<file path="src/rtl/phase_mon_pkg.sv">
// Shared definitions for the three-phase clock monitor: state encoding,
// the expected {I1,I2,I3} vector and nominal dwell for each phase, and
// the fault codes reported on err_code.
package phase_mon_pkg;

    typedef enum logic [3:0] {
        ST_IDLE,
        ST_P1,
        ST_P2,
        ST_P3,
        ST_P4,
        ST_P5,
        ST_P6,
        ST_P7,
        ST_RESYNC
    } phase_state_t;

    localparam logic [1:0] ERR_NONE    = 2'd0;
    localparam logic [1:0] ERR_ILLEGAL = 2'd1;
    localparam logic [1:0] ERR_SHORT   = 2'd2;
    localparam logic [1:0] ERR_LONG    = 2'd3;

    localparam int         DWELL_W   = 6;
    localparam logic [5:0] DWELL_MAX = 6'd63;

    // Vector that must be present on {I1,I2,I3} while in a given state
    function automatic logic [2:0] expected_vec(input phase_state_t s);
        logic [2:0] v;
        case (s)
            ST_P1:   v = 3'b001;
            ST_P2:   v = 3'b101;
            ST_P3:   v = 3'b100;
            ST_P4:   v = 3'b110;
            ST_P5:   v = 3'b010;
            ST_P6:   v = 3'b011;
            ST_P7:   v = 3'b001;
            default: v = 3'b000;
        endcase
        return v;
    endfunction

    // Nominal number of samples each phase is held; zero means unbounded
    function automatic logic [5:0] nominal_dwell(input phase_state_t s);
        logic [5:0] n;
        case (s)
            ST_P1, ST_P7:                      n = 6'd10;
            ST_P2, ST_P3, ST_P4, ST_P5, ST_P6: n = 6'd5;
            default:                           n = 6'd0;
        endcase
        return n;
    endfunction

    // Successor in the legal frame sequence; P7 closes the frame back to IDLE
    function automatic phase_state_t next_phase(input phase_state_t s);
        phase_state_t n;
        case (s)
            ST_IDLE: n = ST_P1;
            ST_P1:   n = ST_P2;
            ST_P2:   n = ST_P3;
            ST_P3:   n = ST_P4;
            ST_P4:   n = ST_P5;
            ST_P5:   n = ST_P6;
            ST_P6:   n = ST_P7;
            default: n = ST_IDLE;
        endcase
        return n;
    endfunction

endpackage

</file>
<file path="src/rtl/phase_dwell_timer.sv">
// Dwell counter for the phase clock monitor. Counts consecutive samples of
// the current phase vector and flags a phase that was left too early
// (short) or has been held too long (long). Only used when the
// PHASE_MON_TIMING_EN macro is defined.
import phase_mon_pkg::*;

module phase_dwell_timer #(
    parameter int DWELL_TOL = 1
) (
    input  logic       clk_in,
    input  logic       rst_n,
    input  logic       change,
    input  logic       active,
    input  logic [5:0] nominal,
    output logic       short_err,
    output logic       long_err
);

    // dwell_q holds the run length of the previous sample, so on a change it
    // is exactly the dwell of the phase being left
    logic [DWELL_W-1:0] dwell_q;
    logic [DWELL_W-1:0] dwell_d;
    logic [DWELL_W-1:0] run_now;

    // Restart on every change, count while a phase is active, saturate at max
    always_comb begin
        dwell_d = '0;
        if (change) begin
            dwell_d = 6'd1;
        end else if (active) begin
            dwell_d = (dwell_q == DWELL_MAX) ? DWELL_MAX : dwell_q + 6'd1;
        end
    end

    // Dwell register
    always_ff @(posedge clk_in) begin
        if (!rst_n) begin
            dwell_q <= '0;
        end else begin
            dwell_q <= dwell_d;
        end
    end

    // Short: phase left before nominal-tol samples; long: current run hits nominal+tol+1
    always_comb begin
        run_now   = (dwell_q == DWELL_MAX) ? DWELL_MAX : dwell_q + 6'd1;
        short_err = change && active && ((int'(dwell_q) + DWELL_TOL) < int'(nominal));
        long_err  = !change && active && (int'(run_now) >= (int'(nominal) + DWELL_TOL + 1));
    end

endmodule

</file>
<file path="src/rtl/phase_clock_monitor.sv">
// Three-phase clock sequence monitor. Samples {I1,I2,I3}, follows the
// IDLE->P1..P7->IDLE frame, pulses frame_done on a good frame and
// frame_err on an illegal vector. Define PHASE_MON_TIMING_EN to add
// short/long dwell checking through phase_dwell_timer.
import phase_mon_pkg::*;

module phase_clock_monitor #(
    parameter int DWELL_TOL = 1,
    parameter int CNT_W     = 16
) (
    input  logic             clk_in,
    input  logic             rst_n,
    input  logic             I1,
    input  logic             I2,
    input  logic             I3,
    output logic             busy,
    output logic             frame_done,
    output logic             frame_err,
    output logic [1:0]       err_code,
    output logic [CNT_W-1:0] frame_count
);

    logic [2:0]       v_q, v_d;
    logic [2:0]       v_prev_q, v_prev_d;
    phase_state_t     state_q, state_d;
    logic             frame_done_q, frame_done_d;
    logic             frame_err_q, frame_err_d;
    logic [1:0]       err_code_q, err_code_d;
    logic [CNT_W-1:0] frame_count_q, frame_count_d;
    logic             change;
    logic             short_err;
    logic             long_err;

    // Sample the phase inputs once and keep the previous sample for change detection
    always_comb begin
        v_d      = {I1, I2, I3};
        v_prev_d = v_q;
        change   = (v_q != v_prev_q);
        busy     = (state_q != ST_IDLE) && (state_q != ST_RESYNC);
    end

`ifdef PHASE_MON_TIMING_EN
    phase_dwell_timer #(
        .DWELL_TOL (DWELL_TOL)
    ) u_dwell_timer (
        .clk_in    (clk_in),
        .rst_n     (rst_n),
        .change    (change),
        .active    (busy),
        .nominal   (nominal_dwell(state_q)),
        .short_err (short_err),
        .long_err  (long_err)
    );
`else
    assign short_err = 1'b0;
    assign long_err  = 1'b0;
`endif

    // Frame sequencing; IDLE shares the phase path since its successor is P1
    // and the dwell checks never fire outside P1..P7
    always_comb begin
        state_d       = state_q;
        frame_done_d  = 1'b0;
        frame_err_d   = 1'b0;
        err_code_d    = err_code_q;
        frame_count_d = frame_count_q;
        case (state_q)
            ST_RESYNC: begin
                if (v_q == 3'b000) begin
                    state_d = ST_IDLE;
                end
            end
            default: begin
                if (change) begin
                    if (v_q != expected_vec(next_phase(state_q))) begin
                        state_d     = ST_RESYNC;
                        frame_err_d = 1'b1;
                        err_code_d  = ERR_ILLEGAL;
                    end else if (short_err) begin
                        state_d     = ST_RESYNC;
                        frame_err_d = 1'b1;
                        err_code_d  = ERR_SHORT;
                    end else begin
                        state_d = next_phase(state_q);
                        if (state_q == ST_P7) begin
                            frame_done_d  = 1'b1;
                            frame_count_d = frame_count_q + CNT_W'(1);
                        end
                    end
                end else if (long_err) begin
                    state_d     = ST_RESYNC;
                    frame_err_d = 1'b1;
                    err_code_d  = ERR_LONG;
                end
            end
        endcase
    end

    // State, sample and output registers
    always_ff @(posedge clk_in) begin
        if (!rst_n) begin
            v_q           <= 3'b000;
            v_prev_q      <= 3'b000;
            state_q       <= ST_IDLE;
            frame_done_q  <= 1'b0;
            frame_err_q   <= 1'b0;
            err_code_q    <= ERR_NONE;
            frame_count_q <= '0;
        end else begin
            v_q           <= v_d;
            v_prev_q      <= v_prev_d;
            state_q       <= state_d;
            frame_done_q  <= frame_done_d;
            frame_err_q   <= frame_err_d;
            err_code_q    <= err_code_d;
            frame_count_q <= frame_count_d;
        end
    end

    assign frame_done  = frame_done_q;
    assign frame_err   = frame_err_q;
    assign err_code    = err_code_q;
    assign frame_count = frame_count_q;

endmodule

</file>
<file path="config.mk">
export PLATFORM = sky130hd
export DESIGN_NAME = phase_clock_monitor
export DESIGN_NICKNAME = d
export VERILOG_FILES = /design/src/rtl/phase_mon_pkg.sv /design/src/rtl/phase_dwell_timer.sv /design/src/rtl/phase_clock_monitor.sv
export SDC_FILE = /design/constraint.sdc
export NUM_CORES = 1
export LEC_CHECK = 0
export BUFFER_PORTS_ARGS = -buffer_cell sky130_fd_sc_hd__buf_2
export CAP_MARGIN = 15
export CORE_MARGIN = 1
export CORE_UTILIZATION = 32
export DETAILED_ROUTE_END_ITERATION = 6
export PLACE_DENSITY = 0.64
export SYNTH_ARGS = -nofsm -noshare
export SYNTH_HDL_FRONTEND = slang
export SYNTH_SLANG_ARGS = --single-unit
</file>
<file path="constraint.sdc">
create_clock -name clk_in -period 1.85 [get_ports clk_in]
set_input_delay 0 -clock clk_in [delete_from_list [all_inputs] [get_ports clk_in]]
set_output_delay 0 -clock clk_in [all_outputs]
set_load 0.01 [all_outputs]
</file>
Yosys cells after proc, flatten, opt, wreduce, memory -nomap -nowiden

Cells that the tools add are included.

Add/sub/neg operators: 1
Eq/ne operators: 19
Mux-type cells: 12
Bitwise operators: 4
Reduce and logical (&&, ||, !) cells: 11

Operator list:

| kind                    | number |
|---|---|
| $eq A4 B3 Y1 const B    | 8 |
| $mux W4                 | 6 |
| $pmux W3 S7             | 1 |
| $pmux W3 S6             | 1 |
| $add A16 B1 Y16 const B | 1 |
| $eq A4 B2 Y1 const B    | 4 |
| $eq A4 B1 Y1 const B    | 2 |
| $mux W3                 | 2 |
| $ne A3 B3 Y1            | 2 |
| $eq A4 B4 Y1 const B    | 1 |
| $logic_not A4 Y1        | 1 |
| $ne A4 B4 Y1 const B    | 1 |
| $not A1 Y1              | 4 |
| $reduce_and A4 Y1       | 1 |
| $reduce_bool A4 Y1      | 1 |
| $reduce_or A4 Y1        | 1 |
| $logic_not A3 Y1        | 1 |
| $reduce_and A3 Y1       | 1 |
| $reduce_or A3 Y1        | 1 |
| $mux W1                 | 2 |
| $ne A2 B2 Y1 const B    | 1 |
| $reduce_and A2 Y1       | 1 |
| $reduce_bool A2 Y1      | 1 |
| $reduce_or A2 Y1        | 1 |
| $logic_and A1 B1 Y1     | 1 |

Bits in registers: 29
Input port bits: 5
Output and inout port bits: 21
Logic and storage cells: 54

Logic depth before layout (Yosys ltp)

Gate-level depths: netlist (run 1).

Depth after elaboration: 13
Depth in mapped cells: 7
Mapped depth without buffers: 6

Least setup slack after synthesis (run 1)

OpenSTA, ideal clock, no wires.

Path kind: reg2reg
From: register state_q[1]
To: register state_q[0]
Library setup time: 0.070 ns
Data arrival time: 1.909 ns
Required time: 1.780 ns
Setup slack: -0.129 ns
Stages on the path, launching flop included: 7
Buffers on the path: 1
Period minus slack after synthesis: 1.979 ns
Cell sequence: dfxtp_1 or4_1 o211a_1 o22a_2 buf_6 or4_1 a21oi_1

Word-level cells in the longest chain between the ends: 13
Elaborated cells between the ends (all ways): 29
Those cells by class: 16 x eq/ne; 9 x mux; 4 x reduce/logical

Ends and longest elaborated chain:

| item                                                | line                       | text |
|---|---|---|
| start, declared                                     | phase_clock_monitor.sv:25  | `phase_state_t state_q, state_d;` |
| start signal, assigned                              | phase_clock_monitor.sv:112 | `state_q <= state_d;` |
| $eq A4 B3 Y1, or another cell as far along          | phase_mon_pkg.sv:56        | `case (s)` |
| $pmux W3 S7                                         | phase_mon_pkg.sv:56        |  |
| $mux W4                                             | phase_clock_monitor.sv:74  | `if (change) begin` |
| $mux W4                                             | phase_clock_monitor.sv:67  | `case (state_q)` |
| $eq A4 B3 Y1 / $eq A4 B1 Y1 (equally long branches) | phase_mon_pkg.sv:29        | `case (s)` |
| $reduce_or A2 Y1 (no source line)                   | n/a                        |  |
| $pmux W3 S6                                         | phase_mon_pkg.sv:29        |  |
| $mux W3                                             | phase_clock_monitor.sv:74  |  |
| $mux W3                                             | phase_clock_monitor.sv:67  |  |
| $ne A3 B3 Y1                                        | phase_clock_monitor.sv:75  | `if (v_q != expected_vec(next_phase(state_q))) begin` |
| $mux W4                                             | phase_clock_monitor.sv:75  |  |
| $mux W4                                             | phase_clock_monitor.sv:74  |  |
| $mux W4                                             | phase_clock_monitor.sv:67  |  |

Parallel ways exist; a longest one is shown, timed or not. The select of a mux whose other input is x is not followed.
A chain may end at the register's enable or synchronous reset.

Final worst setup path (run 1)

From: register state_q[0]
To: register err_code_q[0] (netlist: err_code[0])

Word-level cells in the longest chain between the ends: 11
Elaborated cells between the ends (all ways): 25
Those cells by class: 15 x eq/ne; 6 x mux; 1 x bitwise; 3 x reduce/logical

Ends and longest elaborated chain:

| item                                                | line                       | text |
|---|---|---|
| $eq A4 B3 Y1, or another cell as far along          | phase_mon_pkg.sv:56        |  |
| $pmux W3 S7                                         | phase_mon_pkg.sv:56        |  |
| $mux W4                                             | phase_clock_monitor.sv:74  |  |
| $mux W4                                             | phase_clock_monitor.sv:67  |  |
| $eq A4 B3 Y1 / $eq A4 B1 Y1 (equally long branches) | phase_mon_pkg.sv:29        |  |
| $reduce_or A2 Y1 (no source line)                   | n/a                        |  |
| $pmux W3 S6                                         | phase_mon_pkg.sv:29        |  |
| $mux W3                                             | phase_clock_monitor.sv:74  |  |
| $mux W3                                             | phase_clock_monitor.sv:67  |  |
| $ne A3 B3 Y1                                        | phase_clock_monitor.sv:75  |  |
| $reduce_and A3 Y1 (no source line) *                | n/a                        |  |
| end signal, assigned                                | phase_clock_monitor.sv:115 | `err_code_q <= err_code_d;` |
| end, declared                                       | phase_clock_monitor.sv:28  | `logic [1:0] err_code_q, err_code_d;` |

Every way passes the cells marked *; elsewhere a longest branch is shown, timed or not. The select of a mux whose other input is x is not followed.

==> results.cfg, run 1 <==
[global_route]
antenna_found_initial = 0
grtUsageTotal = 0.182
grt-ovfl-total = 0
grt_max_degree = 20
grt_pass1_vias = 1481
grt_pass1_wl_mm = 7.15

[clock_tree]
cts_made_buffers = 5
h-tree-depth = 2
cts.sinks = 29
insertion_delay_ps = 280
clk_path_buf_depth = 2
path_clk_slew_ps = 60
root_buffer = clkbuf_8
tritoncts = yes

[power_and_ir_drop]
peakVddDrop_mv = 0.352
swShare = 0.309
power_frac_clock = 0.318
leakagePower_nw = 0.888
power-per-cell-area_mw_per_mm2 = 672
pwr-share-seq = 0.423
p_int_mw = 1.09
p_sw_mw = 0.485
p_comb_frac = 0.259

[timing]
layout_setup_ws_ps = -83.5
clock_skew_ps = 5.54
hold_violations = 0
finalSetupViolations = 19
fmax_ghz = 0.517
slew_violations = 0
finalCritPeriodShare = 1.05
timing.hold.ws_ps = 94.3
tightest_slew_ps = 492
relSlewSlack = 0.670
fin_crit_ps = 1930
final.setup.tns_ps = -860
rsz0062_at_grt = true

[floorplanning]
start_util = 0.343
fp.dieArea_mm2 = 0.00507
core_area_mm2 = 0.00447
die_h_um = 71.2
io_pins = 26
rows = 24
die_w_um = 71.2

[drt]
ant_nets = 0
drc_errors = 0
wire_per_inst_um = 15.2
routed_wl_mm = 4.50
dr.pass1.iters = 4
vias = 1628
drt_iter0_markers = 95
viasPerCell = 5.48

[critical_path]
crit_type = reg2reg
reg2reg_depth = 6
required_ps = 2020
critPathCaptureType = register
critPathMaxStageDelay_ps = 530
crit_arrival_ps = 2100
cp-start-kind = register
cp_max_fo = 6
r2r_slack_ps = -80
worstPathCellList = or4_4 -> o211a_4 -> o22a_4 -> buf_6 -> o211a_1 -> o21a_1
cp_slowest_cell = or4_4

[cells_and_area]
final_nets = 250
syn_to_final_growth_pct = 52.4
final_area_mm2 = 0.00234
diodes = 0
nFillCells = 414
drive_above_1_share = 0.400
layout_common_cells = buf_4 (29), dfxtp_1 (28), nand2_1 (27), buf_2 (24)
layout_commonest_cell = buf_4

[yosys]
synth_cell_types = 36
async_flop_share = 0
synthTopCellsByArea = dfxtp_1 (38%), mux2i_1 (7.8%), nand2_1 (6.6%), nand2b_1 (4.9%), nand4_1 (4.1%)
ys_ff_latch = 29
syn_avg_cell_area_um2 = 8.29
yosysTopAreaCell = dfxtp_1
syn-num-nets = 191
synth_edf_count = 0
synth_ff_type = dfxtp_1
synth_top_cell_area_share = 0.378
ys_seq_area_frac = 0.378
yosys_warnings = 0
synth_area_mm2 = 0.00153
synth_cells = 185

[run_status]
violations = negative setup slack
status = complete, but fails checks

[place]
gp_congestion = 0.828
placement.io_buffers = 24
dp_hpwl_mm = 2.71
place_worst_setup_slack_ps = -193
dpl-instance-area_mm2 = 0.00197

[hold_path]
hold_depth = 3
hold_class = in2reg

[flow_run]
maxCapViolCount = 0
==> power groups by stage <==
| stage | clock [mW] | combinational, mW | sequential [mW] |
|---|---|---|---|
| after floorplan | 0 | 0.191 | 0.673 |
| after global placement | 0 | 0.276 | 0.674 |
| after detailed placement | 0 | 0.281 | 0.674 |
| after CTS | 0.515 | 0.328 | 0.660 |
| after global routing | 0.541 | 0.436 | 0.666 |
| final | 0.500 | 0.408 | 0.665 |
==> area by class of cell <==
| cell class | count | area [um^2] | area share |
|---|---|---|---|
| clock buffer | 6 | 72.6 | 0.0310 |
| multi-input combinational | 143 | 1160 | 0.497 |
| sequential | 29 | 582 | 0.249 |
| inverter | 3 | 11.3 | 0.00482 |
| timing repair buffer | 62 | 435 | 0.186 |
| tap | 52 | 65.1 | 0.0278 |
| clock inverter | 2 | 10.0 | 0.00428 |
==> flip-flops by register name, summed over array words and instances (netlist names) <==
name,cells
v_prev_d,3
frame_done,1
state_q,4
frame_err,1
err_code,1
v_prev_q,3
frame_count,16
==> cells by family after synthesis <==
group                    synth area share
AND/OR/NAND/NOR                     0.352
other                             0.00244
multiplexers                       0.0783
XOR/XNOR                           0.0285
adder cells (fa/ha/maj)           0.00816
flip-flops                          0.378
AO/OA/AOI/OAI                       0.106
buffers and inverters              0.0465
==> worst paths after layout <==
kind,endpoint,from
worst max register to register,err_code[0]$_SDFFE_PN0P_,state_q[0]$_SDFFE_PN0P_
worst min-delay path,frame_count[11]$_SDFFE_PN0P_,rst_n
worst min register to register,frame_count[15]$_SDFFE_PN0P_,frame_count[15]$_SDFFE_PN0P_
worst max-delay path,err_code[0]$_SDFFE_PN0P_,state_q[0]$_SDFFE_PN0P_
==> metrics by stage <==
step,utilization,power (mW),instances
floorplan,-,0.865,185
global placement,0.439,0.950,281
detailed placement,0.439,0.955,281
CTS,0.485,1.50,294
global route,0.523,1.64,297
finish,0.523,1.57,297
==> layer usage <==
metal	track usage	wire length, um	up-vias
li1	-	-	793
met2	0.283	2160	41
met4	0.0778	97	0
met3	0.0534	191	11
met1	0.236	2050	783
met5	0	0	-
==> worst max-delay path: cells and delay by family, from the launching register on <==
family / cells / cell delay [ps]
compound gates: 4 / 850
buf+inv: 1 / 130
flops: 1 / 310
simple gates: 1 / 530
==> synth_stat cells (5+ instances only) <==
master and number:
mux2i_1 12, nor2_1 6, clkbuf_1 7, xnor2_1 5, nand2_1 27, and2_1 7, nor4_1 10, dfxtp_1 29
nand4_1 10, nand2b_1 12, a21oi_1 12, or4_1 8
==> what timing repair did <==
item | CTS | global route
endpoints found under the setup margin | 22 | 21
hold buffers | 3 | 0
hold endpoints to repair | 3 | 0
pin swaps | 6 | 7
gates resized for setup | 11 | 28
buffers inserted | 0 | 3
gates cloned | 2 | 0
No activity file was read; power rests on OpenSTA's default activity.
==> inputs of run 2 (changes only) <==
--- a/config.mk
+++ b/config.mk
@@ -11,6 +11,7 @@
 export CORE_UTILIZATION = 32
 export DETAILED_ROUTE_END_ITERATION = 6
 export PLACE_DENSITY = 0.64
+export RECOVER_POWER = 50
 export SYNTH_ARGS = -nofsm -noshare
 export SYNTH_HDL_FRONTEND = slang
 export SYNTH_SLANG_ARGS = --single-unit
==> run 2 against run 1 <==
  * The run still ends with negative setup slack left
  * Maximum frequency barely moved
  * Die area stayed put
  * Core utilization down 0.34 points
  * Largest cell class unchanged
==> results.cfg, run 2 (synthesis gave the netlist of run 1 again) <==
[place]
placement.io_buffers = 24
place_worst_setup_slack_ps = -193
dp.cells = 281
gp_congestion = 0.828
dp_hpwl_mm = 2.71
dpl-instance-area_mm2 = 0.00197

[critical_path]
critPathCaptureType = register
reg2reg_depth = 6
r2r_end = err_code[0]$_SDFFE_PN0P_
r2r_slack_ps = -80
required_ps = 2020
crit_arrival_ps = 2100
r2r_start = state_q[0]$_SDFFE_PN0P_
cp_max_fo = 6
crit_type = reg2reg
cp-start-kind = register

[global_route]
grtUsageTotal = 0.182
antenna_found_initial = 0
grt-ovfl-total = 0
grt_pass1_vias = 1481
grt_pass1_wl_mm = 7.15
grt_max_degree = 20

[run_status]
status = complete, but fails checks
violations = negative setup slack

[cells_and_area]
diodes = 0
nFillCells = 420
layout_common_cells = dfxtp_1 (29), buf_4 (28), nand2_1 (27), buf_2 (16)
final_nets = 250
multi_input_area_mm2 = 0.00116
fin_cells = 297
layout_commonest_cell = dfxtp_1
fin_util = 0.519
final_area_mm2 = 0.00232
largest_reg_flops = 16
drive_above_1_share = 0.359
register_area_um2 = 581
syn_to_final_growth_pct = 51.5

[timing]
tightest_slew_ps = 492
hold_violations = 0
relSlewSlack = 0.670
fmax_ghz = 0.517
rsz0062_at_grt = true
finalCritPeriodShare = 1.04
slew_violations = 0
finalSetupViolations = 20
layout_setup_ws_ps = -83.0
clock_skew_ps = 5.69
fin_crit_ps = 1930

[floorplanning]
fp.dieArea_mm2 = 0.00507
rows = 24
core_area_mm2 = 0.00447
io_pins = 26
start_util = 0.343
die_h_um = 71.2
die_w_um = 71.2

[clock_tree]
root_buffer = clkbuf_8
tritoncts = yes
insertion_delay_ps = 280
clk_path_buf_depth = 2
cts.sinks = 29
cts_made_buffers = 5
h-tree-depth = 2
path_clk_slew_ps = 60

[drt]
drt_iter0_markers = 89
ant_nets = 0
wire_per_inst_um = 15.0
viasPerCell = 5.43
routed_wl_mm = 4.47
drc_errors = 0
dr.pass1.iters = 4
vias = 1614

[hold_path]
min-delay-start = rst_n
hold_class = in2reg
hold-path-endpoint = frame_count[11]$_SDFFE_PN0P_
hold_depth = 3

[power_and_ir_drop]
peakVddDrop_mv = 0.351
leakagePower_nw = 0.848
power-per-cell-area_mw_per_mm2 = 675

[flow_run]
maxCapViolCount = 0
## run 2: cell types whose count changed in the layout (fill, tap and decap cells not counted)
| cell | before | now |
|---|---|---|
| and2_0 | 0 | 2 |
| and2_1 | 7 | 5 |
| dfxtp_1 | 28 | 29 |
| buf_4 | 29 | 28 |
| clkbuf_1 | 1 | 10 |
| buf_2 | 24 | 16 |
| dfxtp_2 | 1 | 0 |
## run 2: critical path, stage by stage, from the launching register on
cell,delay [ps]
dfxtp_1,310
or4_4,530
o211a_4,180
o22a_4,280
buf_6,130
o211a_1,220
o21a_1,170
## run 2: worst max-delay path by stage
stage,from,endpoint,cells past startpoint
3_3_place_gp,state_q[0]$_SDFFE_PN0P_,state_q[1]$_SDFFE_PN0P_,5
5_1_grt,state_q[0]$_SDFFE_PN0P_,frame_count[2]$_SDFFE_PN0P_,5
2_1_floorplan,state_q[0]$_SDFFE_PN0P_,frame_count[11]$_SDFFE_PN0P_,6
4_1_cts,state_q[0]$_SDFFE_PN0P_,err_code[0]$_SDFFE_PN0P_,6
6_report,state_q[0]$_SDFFE_PN0P_,err_code[0]$_SDFFE_PN0P_,6
3_5_place_dp,state_q[0]$_SDFFE_PN0P_,state_q[1]$_SDFFE_PN0P_,5
## run 2: what timing repair did
action,4_1_cts,5_1_grt
gates cloned,2,0
gates resized for setup,11,28
hold buffers,3,0
pin swaps,6,7
buffers inserted,0,3
endpoints found under the setup margin,22,21
endpoints found under the hold margin,3,0
## run 2: final cells by class
cell class	count	share of cell area
multi-input combinational	143	0.500
sequential	29	0.250
timing repair buffer	62	0.181
clock buffer	6	0.0312
tap	52	0.0280
inverter	3	0.00485
clock inverter	2	0.00431
## run 2: per-layer routing
| metal | GRT usage | share of wire | up-vias |
|---|---|---|---|
| li1 | - | - | 794 |
| met1 | 0.236 | 0.46 | 774 |
| met2 | 0.283 | 0.48 | 35 |
| met3 | 0.0534 | 0.041 | 11 |
| met4 | 0.0778 | 0.022 | 0 |
| met5 | 0 | 0 | - |
## run 2: power breakdown
| part | switching, mW | internal, mW | leakage (nW) |
|---|---|---|---|
| combinational | 0.226 | 0.177 | 0.567 |
| clock | 0.240 | 0.260 | 0.0450 |
| sequential | 0.0188 | 0.646 | 0.236 |
## run 2: per-stage QoR
step | hold slack [ps] | TNS (ps) | power, mW
after floorplan | 127 | -547 | 0.865
after global placement | 205 | -1880 | 0.950
after detailed placement | 208 | -2360 | 0.955
after CTS | 86.2 | -597 | 1.50
after global routing | 109 | -2070 | 1.64
final | 92.7 | -871 | 1.57
